## config.mk

```make
export PLATFORM = sky130hd
export DESIGN_NAME = stk_sp_ctrl
export DESIGN_NICKNAME = d
export VERILOG_FILES = /design/src/rtl/stk_pkg.sv /design/src/rtl/stk_sp_cnt.sv /design/src/rtl/stk_sp_ctrl.sv
export SDC_FILE = /design/constraint.sdc
export NUM_CORES = 1
export LEC_CHECK = 0
export ABC_AREA = 0
export BUFFER_PORTS_ARGS = -buffer_cell sky130_fd_sc_hd__buf_2
export CAP_MARGIN = 20
export CELL_PAD_IN_SITES_DETAIL_PLACEMENT = 0
export CELL_PAD_IN_SITES_GLOBAL_PLACEMENT = 1
export CORE_MARGIN = 8
export CORE_UTILIZATION = 25
export CTS_CLUSTER_SIZE = 25
export DETAILED_ROUTE_END_ITERATION = 7
export PLACE_DENSITY_LB_ADDON = 0.08
export SYNTH_ARGS = -nofsm -noshare
export SYNTH_HDL_FRONTEND = slang
export SYNTH_HIERARCHICAL = 1
export SYNTH_SLANG_ARGS = --single-unit
```

## constraint.sdc

```tcl
create_clock -name clk -period 7.1 [get_ports clk]
set_input_delay 1.065 -clock clk [delete_from_list [all_inputs] [get_ports clk]]
set_output_delay 1.065 -clock clk [all_outputs]
set_load 0.01 [all_outputs]
```

## src/rtl/stk_pkg.sv

```systemverilog
// Shared types for the stack-pointer controller: opcodes, engine ids, bank/line pointers, error causes.
// Pure declarations; no latency or backpressure of its own.
package stk_pkg;

  localparam int OPCODE_W = 2;
  localparam int ENGID_W  = 4;
  localparam int BANK_W   = 2;
  localparam int LINE_W   = 10;
  localparam int PTR_W    = BANK_W + LINE_W;

  typedef enum logic [OPCODE_W-1:0] {
    OP_NOP  = 2'd0,
    OP_PUSH = 2'd1,
    OP_POP  = 2'd2,
    OP_INV  = 2'd3
  } opcode_t;

  typedef logic [ENGID_W-1:0] engid_t;
  typedef logic [BANK_W-1:0]  bank_id_t;
  typedef logic [LINE_W-1:0]  line_id_t;

  typedef struct packed {
    line_id_t line_id;
    bank_id_t bnk_id;
  } ptr_t;

  typedef enum logic [1:0] {
    ERR_NONE   = 2'd0,
    ERR_OVF    = 2'd1,
    ERR_UNF    = 2'd2,
    ERR_BADENG = 2'd3
  } err_cause_t;

  // Bank-interleaved: consecutive global entries land in consecutive banks.
  function automatic ptr_t g2ptr(input logic [PTR_W-1:0] g);
    ptr_t p;
    p.bnk_id  = g[BANK_W-1:0];
    p.line_id = g[PTR_W-1:BANK_W];
    return p;
  endfunction

endpackage

```

## src/rtl/stk_sp_cnt.sv

```systemverilog
// Per-stack pointer: saturating up/down counter with clear and empty/full flags.
// Latency: new value one cycle after inc/dec/clr; flags are combinational from state.
// Backpressure: none; the caller only strobes when a command is accepted.
module stk_sp_cnt #(
  parameter int DEPTH = 512,
  parameter int SP_W  = 10
) (
  input  logic            clk,
  input  logic            rst_n,
  input  logic            i_inc,
  input  logic            i_dec,
  input  logic            i_clr,
  output logic [SP_W-1:0] o_sp,
  output logic            o_empty,
  output logic            o_full
);

  localparam logic [SP_W-1:0] FULL_V = SP_W'(DEPTH);

  logic [SP_W-1:0] r_sp;

  always_ff @(posedge clk) begin
    if (!rst_n) begin
      r_sp <= '0;
    end else if (i_clr) begin
      r_sp <= '0;
    end else if (i_inc && (r_sp != FULL_V)) begin
      r_sp <= r_sp + 1'b1;
    end else if (i_dec && (r_sp != '0)) begin
      r_sp <= r_sp - 1'b1;
    end
  end

  assign o_sp    = r_sp;
  assign o_empty = (r_sp == '0);
  assign o_full  = (r_sp == FULL_V);

endmodule

```

## src/rtl/stk_sp_ctrl.sv

```systemverilog
// Multi-stack pointer controller: PUSH/POP/INV per engine, emitting the bank/line of the touched entry.
// Latency: response registered 1 cycle after acceptance; pointer updates in the acceptance cycle.
// Backpressure: single output register, in_rdy = !out_vld || out_rdy, so streaming runs without bubbles.
module stk_sp_ctrl
  import stk_pkg::*;
#(
  parameter int ENGS_N       = 8,
  parameter int BANKS_N      = 4,
  parameter int BANK_LINES_N = 1024
) (
  input  logic              clk,
  input  logic              rst_n,
  input  logic              in_vld,
  input  opcode_t           in_opcode,
  input  engid_t            in_engid,
  output logic              in_rdy,
  output logic              out_vld,
  output opcode_t           out_opcode,
  output engid_t            out_engid,
  output ptr_t              out_ptr,
  output logic              out_err,
  input  logic              out_rdy,
  output logic [ENGS_N-1:0] empty_w,
  output logic [ENGS_N-1:0] full_w
);

  localparam int DEPTH  = BANKS_N * BANK_LINES_N / ENGS_N;
  localparam int SP_W   = $clog2(DEPTH + 1);
  localparam int EIDX_W = (ENGS_N > 1) ? $clog2(ENGS_N) : 1;
  localparam logic [SP_W-1:0]  DEPTH_SP  = SP_W'(DEPTH);
  localparam logic [PTR_W-1:0] DEPTH_PTR = PTR_W'(DEPTH);

  logic [SP_W-1:0]   w_sp [ENGS_N];
  logic [ENGS_N-1:0] w_inc;
  logic [ENGS_N-1:0] w_dec;
  logic [ENGS_N-1:0] w_clr;
  logic              w_acc;
  logic              w_eng_ok;
  logic [EIDX_W-1:0] w_eid;
  logic [SP_W-1:0]   w_sp_sel;
  logic [PTR_W-1:0]  w_g;
  ptr_t              w_ptr;
  err_cause_t        w_cause;

  logic    r_vld;
  opcode_t r_opcode;
  engid_t  r_engid;
  ptr_t    r_ptr;
  logic    r_err;

  assign in_rdy   = !r_vld || out_rdy;
  assign w_acc    = in_vld && in_rdy;
  assign w_eng_ok = (int'(in_engid) < ENGS_N);
  assign w_eid    = in_engid[EIDX_W-1:0];
  assign w_sp_sel = w_sp[w_eid];

  // Strobes are gated by w_acc so the counters only move on an accepted command.
  always_comb begin
    w_cause = ERR_NONE;
    w_g     = '0;
    w_ptr   = '0;
    w_inc   = '0;
    w_dec   = '0;
    w_clr   = '0;
    if (!w_eng_ok) begin
      w_cause = ERR_BADENG;
    end else begin
      case (in_opcode)
        OP_PUSH: begin
          if (w_sp_sel == DEPTH_SP) begin
            w_cause = ERR_OVF;
          end else begin
            w_g          = PTR_W'(w_eid) * DEPTH_PTR + PTR_W'(w_sp_sel);
            w_ptr        = g2ptr(w_g);
            w_inc[w_eid] = w_acc;
          end
        end
        OP_POP: begin
          if (w_sp_sel == '0) begin
            w_cause = ERR_UNF;
          end else begin
            w_g          = PTR_W'(w_eid) * DEPTH_PTR + PTR_W'(w_sp_sel - 1'b1);
            w_ptr        = g2ptr(w_g);
            w_dec[w_eid] = w_acc;
          end
        end
        OP_INV:  w_clr[w_eid] = w_acc;
        default: ;
      endcase
    end
  end

  always_ff @(posedge clk) begin
    if (!rst_n) begin
      r_vld    <= 1'b0;
      r_opcode <= OP_NOP;
      r_engid  <= '0;
      r_ptr    <= '0;
      r_err    <= 1'b0;
    end else if (w_acc && (in_opcode != OP_NOP)) begin
      r_vld    <= 1'b1;
      r_opcode <= in_opcode;
      r_engid  <= in_engid;
      r_ptr    <= w_ptr;
      r_err    <= (w_cause != ERR_NONE);
    end else if (out_rdy) begin
      r_vld <= 1'b0;
    end
  end

  assign out_vld    = r_vld;
  assign out_opcode = r_opcode;
  assign out_engid  = r_engid;
  assign out_ptr    = r_ptr;
  assign out_err    = r_err;

  for (genvar e = 0; e < ENGS_N; e++) begin : g_cnt
    stk_sp_cnt #(
      .DEPTH (DEPTH),
      .SP_W  (SP_W)
    ) u_cnt (
      .clk     (clk),
      .rst_n   (rst_n),
      .i_inc   (w_inc[e]),
      .i_dec   (w_dec[e]),
      .i_clr   (w_clr[e]),
      .o_sp    (w_sp[e]),
      .o_empty (empty_w[e]),
      .o_full  (full_w[e])
    );
  end

endmodule

```

* Word-level counts from Yosys, hierarchy flattened
Index checks and enable logic that the tools add are counted. Widths: inputs -> output; s select.
Word-level totals: flip-flop bits (word level) 100, input port bits 10, output and inout port bits 37, word-level logic and storage cells 156
Cells by class: add/subtract/negate cells 19, $lt $le $gt $ge 4, eq/ne operators 20, muxes and demuxes 39, bitwise logic cells 3, reduce and logical (&&, ||, !) cells 57
Operators by type and width (count):
- $mux 10 | 18
- $eq 10x10->1 const B | 9
- $logic_not 10->1 | 9
- $add 10x1->10 const B | 8
- $ne 10x10->1 const B | 8
- $reduce_bool 10->1 | 8
- $sub 10x1->10 const B | 8
- $mux 8 | 8
- $mux 12 | 3
- $bmux 10 s3 | 1
- $pmux 12 s2 | 1
- $reduce_bool 2->1 | 11
- $logic_and 1x1->1 | 19
- $reduce_or 2->1 | 8
- $add 12x10->12 | 1
- $add 12x12->12 | 1
- $sub 10x1->11 const B | 1
- $and 8x8->8 | 1
- $eq 2x2->1 const B | 2
- $ge 4x4->1 const B | 1
- $lt 3x4->1 const B | 1
- $lt 4x4->1 const B | 1
- $mux 1 | 4
- $mux 2 | 2
- 8 further kinds | 8

* Longest topological paths before layout
Gate-level depths: netlist (run 1).
depth in word-level cells 11, gate-level depth with buffers 22

* Hierarchy
The synthesis (run 1) kept the hierarchy.
Modules (own cells, without submodules):
- stk_sp_cnt | times used 8, cells an instance 99, area each 838.3 um2, seq. area each 200.2 um2
- stk_sp_ctrl | times used 1, cells an instance 261, area each 2205.9 um2, seq. area each 400.4 um2

* Least setup slack after synthesis (run 1)
OpenSTA, ideal clock, no wires.
kind input to register, from in in_engid[2], to reg g_cnt[4].u_cnt.r_sp[9], setup time 103 ps, arrival time 5147 ps, required time 6997 ps, setup slack 1849 ps, cell stages on the path 20, path buffers 4, cell sequence buf_4 buf_4 buf_2 buf_2 a221oi_1 o21ai_0 inv_1 ha_1 nor2b_1 nand4_2 nand3_1 nor2_1 nand2_1 ha_1 a21o_1 a21oi_2 a21oi_2 or2_4 a31o_1 a2111oi_2
Between the ends: cells in the longest elaborated chain, start to end 10
Ends and longest elaborated chain:
- start, declared | line stk_sp_ctrl.sv:15 | input engid_t in_engid,
- $lt 3x4->1 (implied by the code), or another cell as far along | line stk_sp_ctrl.sv:75 | w_inc[w_eid] = w_acc;
- $logic_and 1x1->1 (implied by the code) or $bmux 10 s3 (tied branches) | line stk_sp_ctrl.sv:75, stk_sp_ctrl.sv:55
- $mux 1 (implied by the code) or $mux 10 (tied branches) | line stk_sp_ctrl.sv:75, stk_sp_ctrl.sv:55
- $demux 1 s3 or $mux 10 (tied branches) | line stk_sp_ctrl.sv:75, stk_sp_ctrl.sv:55
- $and 8x8->8 (no source line) or $eq 10x10->1 (tied branches)
- $mux 8 | line stk_sp_ctrl.sv:70 | if (w_sp_sel == DEPTH_SP) begin
- $mux 8 | line stk_sp_ctrl.sv:68 | case (in_opcode)
- $mux 8 (*) | line stk_sp_ctrl.sv:65 | if (!w_eng_ok) begin
- via w_inc[4] | line stk_sp_ctrl.sv:34 | logic [ENGS_N-1:0] w_inc;
- $logic_and 1x1->1 (*) | line stk_sp_cnt.sv:27 | end else if (i_inc && (r_sp != FULL_V)) begin
- $mux 10 or $reduce_bool 2->1 (tied branches)
- end signal, assigned | line stk_sp_cnt.sv:28 | r_sp <= r_sp + 1'b1;
- end signal, assigned | line stk_sp_cnt.sv:30 | r_sp <= r_sp - 1'b1;
- end, declared | line stk_sp_cnt.sv:20 | logic [SP_W-1:0] r_sp;
The timed path passes the listed nets; every way through them passes the cells marked *. The select of a mux whose other input is x is not followed. A chain may end at the register's enable or synchronous reset.

* Final worst setup path (run 1)
from in in_engid[0], to reg g_cnt[7].u_cnt.r_sp[9]
Between the ends: cells in the longest elaborated chain, start to end 10
Ends and longest elaborated chain (line):
- $lt 3x4->1 (implied by the code), or another cell as far along | stk_sp_ctrl.sv:75
- $logic_and 1x1->1 (implied by the code) or $bmux 10 s3 (tied branches) | stk_sp_ctrl.sv:75, stk_sp_ctrl.sv:55
- $mux 1 (implied by the code) or $mux 10 (tied branches) | stk_sp_ctrl.sv:75, stk_sp_ctrl.sv:55
- $demux 1 s3 or $mux 10 (tied branches) | stk_sp_ctrl.sv:75, stk_sp_ctrl.sv:55
- $and 8x8->8 (no source line) or $eq 10x10->1 (tied branches)
- $mux 8 | stk_sp_ctrl.sv:70
- $mux 8 | stk_sp_ctrl.sv:68
- $mux 8 (*) | stk_sp_ctrl.sv:65
- via w_inc[7] | stk_sp_ctrl.sv:34
- $logic_and 1x1->1 (*) | stk_sp_cnt.sv:27
- $mux 10 or $reduce_bool 2->1 (tied branches)
- end signal, assigned | stk_sp_cnt.sv:28
- end signal, assigned | stk_sp_cnt.sv:30
- end, declared | stk_sp_cnt.sv:20
Marked as above.

==> results of run 1 <==
## layer usage
metal,GRT usage,vias to the layer above
met5,0,-
met4,0.05066,0
met3,0.02151,25
met2,0.2176,112
met1,0.1973,3631
li1,-,3935
## through the flow
stage	total power (W)	utilization	area (um2)
detailed placement	0.0007693	0.2696	9518
global route	0.001360	0.2778	9809
global placement	0.0007718	0.2696	9518
floorplan	0.0007193	-	8912
CTS	0.001321	0.2778	9809
finish	0.001285	0.2778	9809
## registers in the layout, indices dropped and copies added (netlist names)
register and flops:
out_vld 1, out_ptr 12, out_engid 4, g_cnt.u_cnt/o_sp 80
out_opcode 2, out_err 1
## layout make-up
cell class	count	area (um2)
fillers	3826	25500
inverters	57	214.0
repair buffers	50	260.3
well taps	461	576.8
clock buffers	9	225.2
flip-flops and latches	100	2002
clock inverters	7	66.31
multi-input cells	860	6465
## cell usage in the layout, fill, tap and decap left out, types with 11 or more instances in the layout
cell type  count
nor2_1       100
dfxtp_1      100
nand2_1       75
a21oi_1       75
ha_1          73
inv_1         57
mux2i_1       48
buf_2         46
nand3_1       33
nor3_1        33
nor2b_1       33
xnor2_1       28
o21ai_0       22
nand2b_1      21
nand4_1       21
xor2_1        18
o21a_1        17
a21o_1        17
a21oi_2       16
a31o_1        16
a211oi_1      11
and3_1        11
o21ai_1       11
## worst reg2reg max path, delay by kind of cell, from the launching register on
| kind | cells | cell delay (ns) |
|---|---|---|
| buffers and inverters | 1 | 0.27 |
| multiplexers | 1 | 0.22 |
| adder cells (fa/ha/maj) | 2 | 0.75 |
| AO/OA/AOI/OAI | 7 | 1.64 |
| AND/OR/NAND/NOR | 6 | 1.68 |
| flip-flops | 1 | 0.48 |
## power breakdown
part	internal, W	switching (W)
Clock	0.000273	0.000258
Combinational	0.0000689	0.000110
Sequential	0.000567	0.00000809
## synthesized netlist by cell type (10+ instances only)
master and number:
nor2b_1 33, nor2_1 100, a31o_1 16, xnor2_1 28, xor2_1 18, buf_6 10
a21o_1 17, o21a_1 17, a21oi_1 75, o21ai_0 22, o21ai_1 11, ha_1 73
nor3_1 33, inv_1 57, nand2b_1 21, clkbuf_1 13, a211oi_1 11, mux2i_1 48
a21oi_2 16, and3_1 11, nand2_1 75, dfxtp_1 100, nand4_1 21, nand3_1 33
## kinds of logic (layout without fill, tap and decap cells)
group | count (synthesis) | in the layout | synth area share
mux | 65 | 65 | 0.09013
flops | 100 | 100 | 0.2246
fa+ha+maj | 82 | 82 | 0.1227
compound gates | 270 | 270 | 0.2229
buf+inv | 93 | 123 | 0.04998
simple gates | 397 | 397 | 0.2444
xor+xnor | 46 | 46 | 0.04521
## final timing paths
check                               from                endpoint  depth (start not counted)
setup reg to reg  g_cnt[1].u_cnt/o_sp[0]  g_cnt[7].u_cnt/o_sp[9]                         17
hold reg to reg             out_engid[1]            out_engid[1]                          2
setup / recovery             in_engid[0]  g_cnt[7].u_cnt/o_sp[9]                         18
hold / removal              out_engid[1]            out_engid[1]                          2
==> qor.csv, run 1 <==
stage,metric,value,unit
status,outcome,finished clean,
cts,hold_buffers,0,
sta,finalWorstSetupSlack,1.285,ns
layout,drive_above_1_share,0.1265,
floorplanning,die_x,204.8,um
cts,postCtsSetupBuffers,0,
setup_path,cpPeakStageDelay,0.47,ns
sta,skew,0.009500,ns
setup_path,crit_required,7.37,ns
floorplanning,dieArea,0.04195,mm2
setup_path,path_buf_inv,2,
setup_path,crit_fanout,25,
yosys,synth_seq_area_share,0.2246,
yosys,synth.area.top_cells,"dfxtp_1 (22%), ha_1 (10%), mux2i_1 (5.4%), a21oi_1 (4.2%), nor2_1 (4.2%)",
layout,antenna_cells,0,
route,top_layer_used,met4,
cts,cts_inserted_buffers,9,
floorplanning,pin_count,47,
run,cap_viol_max_count,0,
route,drt-initial-drc-count,334,
setup_path,worstSetupEndpointType,flop,
yosys,ys.flop_type,dfxtp_1,
yosys,synth_cell_type_count,67,
setup_path,critPathTopFamily,compound AO/OA/AOI/OAI gates,
route,wl_met2,12630,um
grt,grt_pass1_wl,46090,um
route,num_vias,7703,
layout,nets,1170,
sta,finalCriticalPeriod,5.816,ns
layout,area_growth,10.07,%
yosys,synthArstFlopShare,0,
floorplanning,start_util,0.2524,
sta,hold_viol,0,
sta,slew_headroom,0.4773,
route,drtPass1Iterations,7,
cts,insertion_delay,0.37,ns
grt,antenna_found_initial,0,
route,drc,0,
yosys,yosys.area.top_type,dfxtp_1,
route,met3_length,890,um
grt,grt_pass1_vias,7746,
sta,setup_viol,0,
route,wl_met1,14880,um
cts,tritoncts,done,
setup_path,critPathKind,in -> reg,
floorplanning,die_h,204.8,um
cts,clkSlewWorstSetupHoldPaths,0.08,ns
placement,dp_hpwl,22790,um
layout,fin_cells,1544,
pwr,power_density,131.0,mW/mm2
route,antenna_left,0,
route,drt-total-wl,29090,um
yosys,synth_top_area_frac,0.2246,
cts,cts-root-buf,clkbuf_16,
cts,ctsLongestPathBuffers,2,
cts,htree_levels,3,
yosys,synth_cells,1053,
placement,io_buffers,46,
floorplanning,core,0.03531,mm2
sta,worst_slew_pin_slew,0.7840,ns
setup_path,start_kind,input port,
sta,rsz0062_at_grt,false,
cts,cts_resized,0,
placement,place_congestion,0.7920,
sta,report.final.slew_viol_count,0,
route,detail_route.wl_per_cell,18.84,um
grt,grt_overflow,0,
pwr,peakVddDrop,117.7,uV
grt,grt_max_degree,30,
yosys,yosysWarnings,6,
route,via_per_inst,4.989,
hold_path,hold_path.class,reg -> reg,
setup_path,crit_arrival,6.08,ns
setup_path,crit_path_top_delay_cell,o21ai_0,
placement,place_ws,0.9542,ns
yosys,synth_area_per_cell,8.464,um2
cts,cts.sinks,100,
yosys,ys_ff_latch,100,
yosys,syn_nets,1145,
placement,dp.cells,1528,
sta,tns,0,ns
yosys,synth_area,0.008912,mm2
sta,holdWs,0.4665,ns
floorplanning,row_count,69,
grt,track_usage,0.1415,
pwr,p_leak,4.088,nW
setup_path,r2r_setup_slack,1.95,ns
setup_path,crit_chain,buf_2 -> mux2i_1 -> o21a_1 -> o21ai_0 -> inv_1 -> ha_1 -> nor2b_1 -> nand4_2 -> nand3_1 -> nor2_1 -> nand2_1 -> ha_1 -> a21o_1 -> a21oi_2 -> a21oi_2 -> or2_4 -> a31o_1 -> a2111oi_2,
yosys,synth-edff-count,0,
sta,fmax,172.0,MHz
sta,finalCritPeriodShare,0.8191,
No activity file was read; power rests on OpenSTA's default activity.
==> run 2, diff against run 1 <==
clock period = 5.4 ns   (was 7.1 ns; I/O delays follow)
==> run 2 against run 1 <==
Against the previous run: final cell count rose by 1.3%; register-to-register slack got worse by 1.1 ns; core utilization rose by 0.54 points; global-route usage barely moved; via count rose by 0.80%; sequential share of layout area fell by 0.39 points; first-iteration DRC count fell by 6.3%; critical endpoint is now g_cnt[2].u_cnt/o_sp[9].
==> qor.csv, run 2 (synthesis results as in run 1) <==
stage,metric,value,unit
sta,setup_viol,0,
sta,tns,0,ns
sta,rsz0062_at_grt,false,
pwr,combPwrFrac,0.139,
grt,antenna_found_initial,1,
pwr,total_power,0.001754,W
placement,dp_hpwl,23170,um
pwr,power_density,175.4,mW/mm2
floorplanning,core,0.03531,mm2
sta,skew,0.01178,ns
pwr,swShare,0.2739,
grt,grt_pass1_vias,7779,
route,num_vias,7765,
layout,finalInstanceArea,0.01000,mm2
cts,tritoncts,done,
setup_path,critPathKind,in -> reg,
setup_path,path_buf_inv,2,
route,antenna_left,0,
grt,grt_overflow,0,
setup_path,worstSetupEndpointType,flop,
pwr,p_sw,0.0004804,W
sta,report.final.slew_viol_count,0,
cts,ctsLongestPathBuffers,2,
setup_path,crit_chain,buf_2 -> buf_4 -> or2b_1 -> o221ai_1 -> a2111oi_4 -> nand4_2 -> nand3_1 -> nor2_1 -> nand2_1 -> ha_1 -> a21o_1 -> a21oi_2 -> a21oi_2 -> or2_4 -> a31o_1 -> a2111oi_2,
placement,io_buffers,46,
cts,cts_resized,0,
cts,postCtsSetupBuffers,0,
pwr,peakVddDrop,150.6,uV
setup_path,crit_path_top_delay_cell,o221ai_1,
setup_path,path_common_cell,a21oi_2,
cts,clkSlewWorstSetupHoldPaths,0.07,ns
layout,nets,1191,
route,detail_route.wl_per_cell,18.67,um
setup_path,crit_arrival,5.24,ns
layout,largest_reg_flops,80,
cts,cts-root-buf,clkbuf_16,
floorplanning,pin_count,47,
layout,fin_cells,1564,
floorplanning,row_count,69,
sta,fmax,201.4,MHz
layout,area_growth,12.21,%
setup_path,crit_fanout,13,
route,via_per_inst,4.965,
status,outcome,finished clean,
cts,cts.sinks,100,
setup_path,critPathTopFamily,simple AND/OR/NAND/NOR gates,
cts,cts_inserted_buffers,9,
grt,grt_max_degree,30,
cts,htree_levels,3,
cts,hold_buffers,0,
pwr,p_leak,4.197,nW
route,drc,0,
route,drt-initial-drc-count,313,
floorplanning,die_x,204.8,um
setup_path,crit_required,5.67,ns
cts,insertion_delay,0.38,ns
sta,holdWs,0.4648,ns
sta,slew_headroom,0.5015,
placement,dp.cells,1549,
setup_path,start_kind,input port,
layout,antenna_cells,0,
route,drtPass1Iterations,5,
sta,finalCritPeriodShare,0.9193,
run,cap_viol_max_count,0,
setup_path,cpPeakStageDelay,0.46,ns
grt,track_usage,0.1417,
layout,drive_above_1_share,0.1423,
pwr,pwr-share-clk,0.430,
pwr,p_seq_frac,0.431,
placement,place_congestion,0.7885,
route,drt-total-wl,29200,um
floorplanning,start_util,0.2524,
floorplanning,dieArea,0.04195,mm2
pwr,internal-power,0.001274,W
sta,hold_viol,0,
placement,placed_area,0.009676,mm2
floorplanning,die_h,204.8,um
hold_path,hold_path.class,reg -> reg,
sta,worst_slew_pin_slew,0.7478,ns
grt,grt_pass1_wl,46150,um
layout,final_cell_mix,"nor2_1 (100), dfxtp_1 (100), nand2_1 (75), a21oi_1 (75), ha_1 (73)",
sta,finalCriticalPeriod,4.964,ns
-- run 2: worst paths after layout --
path                                             start                endpoint  slack [ns]  depth (start not counted)
worst min-delay path                      out_engid[3]            out_engid[3]        0.46                          2
worst max register to register  g_cnt[6].u_cnt/o_sp[1]  g_cnt[2].u_cnt/o_sp[9]        0.83                         17
worst min register to register            out_engid[3]            out_engid[3]        0.46                          2
worst max-delay path                       in_engid[1]  g_cnt[2].u_cnt/o_sp[9]        0.44                         16
-- run 2: per-layer routing --
layer  vias up  wire length (um)  GRT usage
li1       3961                 -          -
met1      3661             14850     0.1994
met4         0               375    0.03600
met3        18              1071    0.02024
met2       125             12910     0.2235
met5         -                 0          0
-- run 2: worst min-delay path, cell delays in order, from the launching register on --
cell and delay (ns):
dfxtp_1 0.31, nand2_1 0.04, a21boi_0 0.06
-- run 2: through the flow --
stage            util  worst slack [ns]
6_report       0.2832            0.4357
5_1_grt        0.2832           0.06500
4_1_cts        0.2832            0.4182
3_5_place_dp   0.2740          -0.01209
3_3_place_gp   0.2740           0.01963
2_1_floorplan       -            0.4043
-- run 2: power groups by stage --
stage                     Sequential, W  Clock, W  Combinational (W)
after floorplan                0.000771         0           0.000174
after global placement         0.000774         0           0.000250
after detailed placement       0.000774         0           0.000247
after CTS                      0.000757  0.000795           0.000248
after global routing           0.000758  0.000815           0.000272
final                          0.000756  0.000754           0.000244
-- run 2: cell type report --
cell class                 instances  area, um2
tap                              461      576.8
inverter                          57      214.0
fill                            3823      25310
clock inverter                     4      72.57
multi-input combinational        860       6465
sequential                       100       2002
clock buffer                      11      252.7
timing repair buffer              71      417.9
